[src/rtl/mem_write_arbiter_if.sv]
// rtl/mem_write_arbiter_if.sv - LSU store request and memory write channel bundle
interface mem_write_arbiter_if #(
    parameter int NUM_LSUS  = 4,
    parameter int ADDR_BITS = 8,
    parameter int DATA_BITS = 8
);
    logic [NUM_LSUS-1:0]           lsu_write_valid;
    logic [NUM_LSUS*ADDR_BITS-1:0] lsu_write_address;
    logic [NUM_LSUS*DATA_BITS-1:0] lsu_write_data;
    logic [NUM_LSUS-1:0]           lsu_write_ready;
    logic                          mem_write_valid;
    logic [ADDR_BITS-1:0]          mem_write_address;
    logic [DATA_BITS-1:0]          mem_write_data;
    logic                          mem_write_ready;

    modport slave (
        input  lsu_write_valid, lsu_write_address, lsu_write_data, mem_write_ready,
        output lsu_write_ready, mem_write_valid, mem_write_address, mem_write_data
    );

    modport master (
        output lsu_write_valid, lsu_write_address, lsu_write_data, mem_write_ready,
        input  lsu_write_ready, mem_write_valid, mem_write_address, mem_write_data
    );
endinterface

[src/rtl/mem_write_arbiter.sv]
// rtl/mem_write_arbiter.sv - round-robin arbiter sharing one memory write port among LSUs
module mem_write_arbiter #(
    parameter int NUM_LSUS  = 4,
    parameter int ADDR_BITS = 8,
    parameter int DATA_BITS = 8
) (
    input  logic                        clk,
    input  logic                        reset,
    mem_write_arbiter_if.slave          bus,
    output logic [$clog2(NUM_LSUS)-1:0] grant_id,
    output logic                        busy,
    output logic [15:0]                 write_count
);
    localparam int ID_BITS = $clog2(NUM_LSUS);

    typedef enum logic [1:0] {
        S_IDLE     = 2'd0,
        S_WAIT_MEM = 2'd1,
        S_ACK      = 2'd2
    } state_t;

    state_t                 r_state,     w_state_next;
    logic [ID_BITS-1:0]     r_rr_ptr,    w_rr_ptr_next;
    logic [ID_BITS-1:0]     r_grant_id,  w_grant_id_next;
    logic [NUM_LSUS-1:0]    r_ready,     w_ready_next;
    logic                   r_mem_valid, w_mem_valid_next;
    logic [ADDR_BITS-1:0]   r_mem_addr,  w_mem_addr_next;
    logic [DATA_BITS-1:0]   r_mem_data,  w_mem_data_next;
    logic [15:0]            r_count,     w_count_next;
    logic [ID_BITS-1:0]     w_winner;
    logic                   w_any_valid;

    // Descending scan so the lowest offset from the pointer wins.
    always_comb begin
        int idx;
        w_winner    = r_rr_ptr;
        w_any_valid = |bus.lsu_write_valid;
        for (int k = NUM_LSUS - 1; k >= 0; k--) begin
            idx = int'(r_rr_ptr) + k;
            if (idx >= NUM_LSUS) idx = idx - NUM_LSUS;
            if (bus.lsu_write_valid[idx]) w_winner = ID_BITS'(idx);
        end
    end

    always_comb begin
        w_state_next     = r_state;
        w_rr_ptr_next    = r_rr_ptr;
        w_grant_id_next  = r_grant_id;
        w_ready_next     = r_ready;
        w_mem_valid_next = r_mem_valid;
        w_mem_addr_next  = r_mem_addr;
        w_mem_data_next  = r_mem_data;
        w_count_next     = r_count;
        case (r_state)
            S_IDLE: begin
                if (w_any_valid) begin
                    w_grant_id_next  = w_winner;
                    w_mem_addr_next  = bus.lsu_write_address[w_winner*ADDR_BITS +: ADDR_BITS];
                    w_mem_data_next  = bus.lsu_write_data[w_winner*DATA_BITS +: DATA_BITS];
                    w_mem_valid_next = 1'b1;
                    w_state_next     = S_WAIT_MEM;
                end
            end
            S_WAIT_MEM: begin
                if (bus.mem_write_ready) begin
                    w_mem_valid_next             = 1'b0;
                    w_ready_next                 = '0;
                    w_ready_next[r_grant_id]     = 1'b1;
                    w_count_next                 = r_count + 16'd1;
                    w_state_next                 = S_ACK;
                end
            end
            S_ACK: begin
                w_ready_next  = '0;
                w_rr_ptr_next = (r_grant_id == ID_BITS'(NUM_LSUS - 1)) ? '0 : r_grant_id + 1'b1;
                w_state_next  = S_IDLE;
            end
            default: w_state_next = S_IDLE;
        endcase
    end

    always_ff @(posedge clk) begin
        if (reset) begin
            r_state     <= S_IDLE;
            r_rr_ptr    <= '0;
            r_grant_id  <= '0;
            r_ready     <= '0;
            r_mem_valid <= 1'b0;
            r_mem_addr  <= '0;
            r_mem_data  <= '0;
            r_count     <= '0;
        end else begin
            r_state     <= w_state_next;
            r_rr_ptr    <= w_rr_ptr_next;
            r_grant_id  <= w_grant_id_next;
            r_ready     <= w_ready_next;
            r_mem_valid <= w_mem_valid_next;
            r_mem_addr  <= w_mem_addr_next;
            r_mem_data  <= w_mem_data_next;
            r_count     <= w_count_next;
        end
    end

    assign bus.lsu_write_ready   = r_ready;
    assign bus.mem_write_valid   = r_mem_valid;
    assign bus.mem_write_address = r_mem_addr;
    assign bus.mem_write_data    = r_mem_data;
    assign grant_id              = r_grant_id;
    assign busy                  = (r_state != S_IDLE);
    assign write_count           = r_count;
endmodule

[src/flat_wrapper.sv]
// flat-port wrapper written by rule: the top's interface ports become plain ports
module mem_write_arbiter_flat 
#(
    parameter int NUM_LSUS  = 4,
    parameter int ADDR_BITS = 8,
    parameter int DATA_BITS = 8
)
  (clk, reset, grant_id, busy, write_count, bus_lsu_write_valid, bus_lsu_write_address, bus_lsu_write_data, bus_mem_write_ready, bus_lsu_write_ready, bus_mem_write_valid, bus_mem_write_address, bus_mem_write_data);
  mem_write_arbiter_if #(.NUM_LSUS(NUM_LSUS), .ADDR_BITS(ADDR_BITS), .DATA_BITS(DATA_BITS)) bus_i ();
  input  logic clk;
  input  logic reset;
  output logic [$clog2(NUM_LSUS)-1:0] grant_id;
  output logic busy;
  output logic [15:0] write_count;
  input wire logic [$bits(bus_i.lsu_write_valid)-1:0] bus_lsu_write_valid;
  input wire logic [$bits(bus_i.lsu_write_address)-1:0] bus_lsu_write_address;
  input wire logic [$bits(bus_i.lsu_write_data)-1:0] bus_lsu_write_data;
  input wire logic [$bits(bus_i.mem_write_ready)-1:0] bus_mem_write_ready;
  output wire logic [$bits(bus_i.lsu_write_ready)-1:0] bus_lsu_write_ready;
  output wire logic [$bits(bus_i.mem_write_valid)-1:0] bus_mem_write_valid;
  output wire logic [$bits(bus_i.mem_write_address)-1:0] bus_mem_write_address;
  output wire logic [$bits(bus_i.mem_write_data)-1:0] bus_mem_write_data;
  assign bus_i.lsu_write_valid = bus_lsu_write_valid;
  assign bus_i.lsu_write_address = bus_lsu_write_address;
  assign bus_i.lsu_write_data = bus_lsu_write_data;
  assign bus_i.mem_write_ready = bus_mem_write_ready;
  assign bus_lsu_write_ready = bus_i.lsu_write_ready;
  assign bus_mem_write_valid = bus_i.mem_write_valid;
  assign bus_mem_write_address = bus_i.mem_write_address;
  assign bus_mem_write_data = bus_i.mem_write_data;
  mem_write_arbiter #(.NUM_LSUS(NUM_LSUS), .ADDR_BITS(ADDR_BITS), .DATA_BITS(DATA_BITS)) u_core (.clk(clk), .reset(reset), .bus(bus_i), .grant_id(grant_id), .busy(busy), .write_count(write_count));
endmodule
[config.mk]
export PLATFORM = sky130hd
export DESIGN_NAME = mem_write_arbiter_flat
export DESIGN_NICKNAME = d
export VERILOG_FILES = /design/src/rtl/mem_write_arbiter_if.sv /design/src/rtl/mem_write_arbiter.sv /design/src/flat_wrapper.sv
export SDC_FILE = /design/constraint.sdc
export NUM_CORES = 1
export LEC_CHECK = 0
export CAP_MARGIN = 20
export CORE_MARGIN = 2
export CORE_UTILIZATION = 41
export DETAILED_ROUTE_END_ITERATION = 10
export GPL_TIMING_DRIVEN = 0
export PLACE_DENSITY = 0.8
export SLEW_MARGIN = 20
export SYNTH_ARGS = -nofsm -noshare
export SYNTH_HDL_FRONTEND = slang
export SYNTH_SLANG_ARGS = --single-unit
[constraint.sdc]
create_clock -name clk -period 2.7 [get_ports clk]
set_clock_uncertainty 0.1 [all_clocks]
set_input_delay 0.675 -clock clk [delete_from_list [all_inputs] [get_ports clk]]
set_output_delay 0.675 -clock clk [all_outputs]
set_load 0.02 [all_outputs]
======== Yosys cells after proc, flatten, opt, wreduce, memory -nomap -nowiden ========
Index checks and enable logic that the tools add are counted.
Widths: inputs -> output; s select.
operators by class
  $add $sub $neg .......................... 9
  multipliers ............................. 0
  div/mod/pow operators ................... 0
  order comparisons ....................... 10
  equality and inequality tests ........... 5
  shift-type cells ........................ 2
  muxes and demuxes ....................... 31
  bitwise gates (word level) .............. 0
  reductions and logical operators ........ 11
operator list
  operator               count
  $lt 32x4->1 const B    4
  $mux 32                4
  $ge 32x4->1 const B    3
  $sub 32x4->32 const B  3
  $shiftx 32x6->8        2
  $add 16x1->16 const B  1
  $mux 2                 7
  $mux 1                 11
  $bmux 1 s2             4
  $pmux 4 s2             1
  $reduce_and 2->1       4
  $add 2x2->3 const B    2
  $reduce_bool 2->1      3
  $eq 2x2->1 const B     2
  $mux 4                 1
  $pmux 2 s2             1
  $reduce_or 4->1        1
  $sub 2x3->4 const B    1
  $add 2x1->3 const B    1
  $ge 2x3->1 const B     1
  $lt 2x3->1 const B     1
  $reduce_and 3->1       1
  $add 2x1->2 const B    1
  $demux 1 s2            1
  7 further kinds        7
storage, ports and cells
  register bits ........................... 43
  bits in latches ......................... 0
  RAM bits ................................ 0
  bits in read-only memories .............. 0
  bits of input ports ..................... 71
  output and inout bits ................... 40
  logic and storage cells ................. 76
  memories kept ........................... 0

======== Longest topological paths before layout ========
  depth in word-level cells ............... 11
  mapped depth ............................ 7

======== Least setup slack after synthesis ========
OpenSTA, ideal clock, no wires.
  kind .................................... in2reg
  from .................................... in bus_lsu_write_valid[2]
  to ...................................... reg u_core.r_mem_addr[6], in the netlist u_core.bus.mem_write_address[6]
  arrival time ............................ 2.236 ns
  slack ................................... 0.242 ns
  stages on the path ...................... 7
  path through ............................ nor2b_1 o21a_1 clkbuf_1 nor2_2 buf_2 mux2_1 a221o_1
between the ends
  word-level cells in the longest chain between the ends .. 8
RTL lines
  what                                        line                     RTL
  start: declaration                          flat_wrapper.sv:15       input wire logic [$bits(bus_i.lsu_write_valid)-1:0] bus_lsu_write_valid;
  $bmux 1 s2                                  mem_write_arbiter.sv:41  if (bus.lsu_write_valid[idx]) w_winner = ID_BITS'(idx);
  $mux 1 (not written as such) (2 in series)  mem_write_arbiter.sv:41
  $mux 2 (4 in series)                        mem_write_arbiter.sv:41
  $shiftx 32x6->8                             mem_write_arbiter.sv:58  w_mem_addr_next = bus.lsu_write_address[w_winner*ADDR_BITS +: ADDR_BITS];
  end signal: assignment                      mem_write_arbiter.sv:98  r_mem_addr <= w_mem_addr_next;
  end: declaration                            mem_write_arbiter.sv:27  logic [ADDR_BITS-1:0] r_mem_addr, w_mem_addr_next;
Several ways; a longest one is shown, not always the timed one. The select of a mux whose other input is x is not followed.
A chain may end at the register's enable or synchronous reset.

======== Worst setup path after layout ========
  from .................................... in bus_lsu_write_valid[1]
  to ...................................... reg u_core.r_mem_data[4], in the netlist u_core.bus.mem_write_data[4]
between the ends
  word-level cells in the longest chain between the ends .. 8
RTL lines
  what                                        line                     RTL
  $bmux 1 s2                                  mem_write_arbiter.sv:41
  $mux 1 (not written as such) (2 in series)  mem_write_arbiter.sv:41
  $mux 2 (4 in series)                        mem_write_arbiter.sv:41
  $shiftx 32x6->8                             mem_write_arbiter.sv:59  w_mem_data_next = bus.lsu_write_data[w_winner*DATA_BITS +: DATA_BITS];
  end signal: assignment                      mem_write_arbiter.sv:99  r_mem_data <= w_mem_data_next;
  end: declaration                            mem_write_arbiter.sv:28  logic [DATA_BITS-1:0] r_mem_data, w_mem_data_next;
Several ways; a longest one is shown, not always the timed one. The select of a mux whose other input is x is not followed.

==> impl_metrics.csv <==
group,metric,value,unit
status,outcome,"finished, final reports clean",
yosys,syn_area,2379,sq um
yosys,syn_inst,261,
clock_tree,cts_hold_buf,0,
sta,slew_headroom,68.56,%
route,via_per_inst,5.271,
yosys,synthSimpleGateAreaFrac,19.15,%
clock_tree,cts_buffers,5,
route,vias,2409,
cells_and_area,layout_commonest_cell,"clkdlybuf4s50_1",
sta,min_period_over_period,96.10,%
grt,globalRouteOverflowTotal,0,
yosys,ys_ff_latch,43,
cells_and_area,finalNonFillerCells,457,
yosys,syn_avg_cell_area,9.113,sq um
sta,rsz0062_at_grt,"no",
yosys,synth.top_cell.area_share,36.19,%
grt,grt_antenna_before_repair,0,
setup_path,cpMostUsedCell,"buf_4",
sta,setup_viol,0,
clock_tree,clock_sink_count,43,
cells_and_area,layout-drive-gt1-share,10.13,%
floorplan,die_area,6426,sq um
yosys,yosysWarnings,0,
cells_and_area,nets,460,
min_path,holdCritPathClass,"reg2reg",
grt,grt_max_degree,14,
grt,grt_usage,21.87,%
sta,post-route-min-period,2595,ps
yosys,yosysSeqAreaShare,36.19,%
setup_path,endpoint_kind,"flip-flop",
setup_path,crit_arrival,2690,ps
cells_and_area,num-fill-cells,469,
cells_and_area,areaGrowthSynthToFinish,58.39,%
cells_and_area,multi_input_area,1470,sq um
setup_path,cp.required,2790,ps
sta,worst_slew_pin_slew,471.6,ps
setup_path,slowest_stage,"clkdlybuf4s50_1",
yosys,post_synth_xor_area_fraction,4.787,%
setup_path,start_kind,"primary input",
setup_path,path_cells,"clkdlybuf4s50_1 -> a2111oi_4 -> buf_4 -> nor2_4 -> buf_4 -> mux2_1 -> a221o_1",
floorplan,core,5540,sq um
clock_tree,cts_tree,"built",
yosys,synthMuxAreaShare,9.363,%
yosys,ys_top_cells_by_area,"dfxtp_1, o21a_1, a221o_1",
power,ir_drop,0.2557,mV
yosys,synth_top_family_by_area,"compound AO/OA/AOI/OAI gates",
flow_run,drv_cap,0,
power,p_leak,1.430,nW
sta,final_max_slew_viol_count,0,
route,wirelength,6.884,mm
route,drt_iter0_drc,106,
setup_path,critPathKind,"in2reg",
yosys,synth_edf_count,0,
clock_tree,clk_pin_slew,80,ps
sta,max_freq,385.4,MHz
yosys,synth_fa_ha_area_share,2.630,%
place,io_buffers,110,
power,p_per_area,418.1,nW/um^2
place,place.gp.congestion,0.7907,
cells_and_area,diodes,0,
clock_tree,clk_latency,300,ps
sta,holdWs,375.9,ps
place,post-dp-hpwl,5.281,mm
clock_tree,clk_path_buf_depth,2,
yosys,synth.net_count,337,
clock_tree,cts-root-buf,"clkbuf_8",
setup_path,crit_path_max_incr_delay,540,ps
yosys,synth_area_leader_cell,"dfxtp_1",
setup_path,cp_max_fo,10,
cells_and_area,final_cell_mix,"clkdlybuf4s50_1, dfxtp_1, o21a_1, nor2_1, nand2_1",
sta,hold_viol_final,0,
yosys,synth_cell_type_count,35,
floorplan,pin_count,111,
place,placed_cells,443,
clock_tree,h-tree-depth,2,
floorplan,die_x,80.17,um
grt,grt_pass1_wl,11.05,mm
floorplan,initial_utilization,42.93,%
route,route.detailed.drc,0,
floorplan,rows,27,
route,wl_per_cell,15.06,um
route,first_pass_iters,5,
yosys,synth_compound_area_share,24.20,%
yosys,synthArstFlopShare,0,%
cells_and_area,final_cell_area,3767,sq um
grt,first_global_vias,2447,
route,ant_nets,0,
place,dpl_cell_area,3570,sq um
yosys,synthFlopType,"dfxtp_1",
floorplan,die_y,80.17,um
cells_and_area,seqCellArea,860.8,sq um
[Yosys cell counts (3+ instances only)]
master	instances
nor2b_1	5
a221o_1	16
a21oi_1	6
ha_1	5
nand2_1	17
nor3b_1	16
o21a_1	33
nand3_1	4
xor2_1	11
mux2_1	9
a22oi_1	4
and4_1	3
inv_1	4
clkbuf_1	16
dfxtp_1	43
mux2_2	9
nand4_1	4
o21ai_0	8
nor2_1	25
[area by class of cell]
class	count	area share, %
clock inverter	2	0.3321
sequential	43	22.85
tap	72	2.391
buffer	17	1.993
multi-input combinational	195	39.02
inverter	4	0.3985
timing repair buffer	118	31.09
clock buffer	6	1.926
[what timing repair did]
action	4_1_cts	5_1_grt
pin swaps	4	1
resized for setup	11	8
endpoints found under the hold margin	0	0
endpoints found under the setup margin	16	18
buffers inserted	7	1
[metrics by stage]
step	worst slack [ps]	setup TNS (ps)	util, %	power [W]
3_3_place_gp	-640.3	-9069	64.43	0.001147
4_1_cts	0.6637	0	67.55	0.001584
2_1_floorplan	242.0	0	-	0.0009253
5_1_grt	46.28	0	68.00	0.001640
6_report	105.3	0	68.00	0.001575
3_5_place_dp	-744.4	-10300	64.43	0.001153
[flip-flops by register name, summed over array words and instances, names as in the netlist]
register                      flops
u_core.grant_id                   2
u_core.bus.lsu_write_ready        4
u_core.r_state                    2
u_core.bus.mem_write_data         8
u_core.bus.mem_write_address      8
u_core.r_rr_ptr                   2
u_core.write_count               16
u_core.bus.mem_write_valid        1
[per-layer routing]
layer / part of all wire (%) / GRT usage, %
met5: 0 / 0
met4: 1.7 / 6.441
met3: 8.3 / 7.303
met2: 48 / 39.50
met1: 41 / 24.16
[worst max-delay path: cells and delay by family]
| family | cells | cell delay, ps |
|---|---|---|
| buffers and inverters | 3 | 930 |
| AOI/OAI and AO/OA | 2 | 700 |
| muxes | 1 | 340 |
| and+or+nand+nor | 1 | 40 |
[where the power goes]
part	switching (W)	internal, W	leakage [nW]	total [W]
registers	0.0000255	0.000675	0.351	0.000700
logic	0.000199	0.000264	1.04	0.000463
clock network	0.000231	0.000181	0.0412	0.000412
total	0.000455	0.00112	1.43	0.00158
[final timing paths]
check                                           startpoint                            to  slack (ps)  cells past startpoint
worst max-delay path                bus_lsu_write_valid[1]  u_core.bus.mem_write_data[4]         110                      7
worst min-delay path            u_core.bus.mem_write_valid    u_core.bus.mem_write_valid         380                      2
worst max register to register           u_core.r_state[0]  u_core.bus.mem_write_data[6]         450                      8
worst min register to register  u_core.bus.mem_write_valid    u_core.bus.mem_write_valid         380                      2
[logic make-up after synthesis]
kind of cell / Yosys count
and+or+nand+nor: 85
AOI/OAI and AO/OA: 72
DFF: 43
buffers and inverters: 23
muxes: 20
xor gates and xnor gates: 13
adders and majority gates: 5
(Power assumes the default switching activity.)
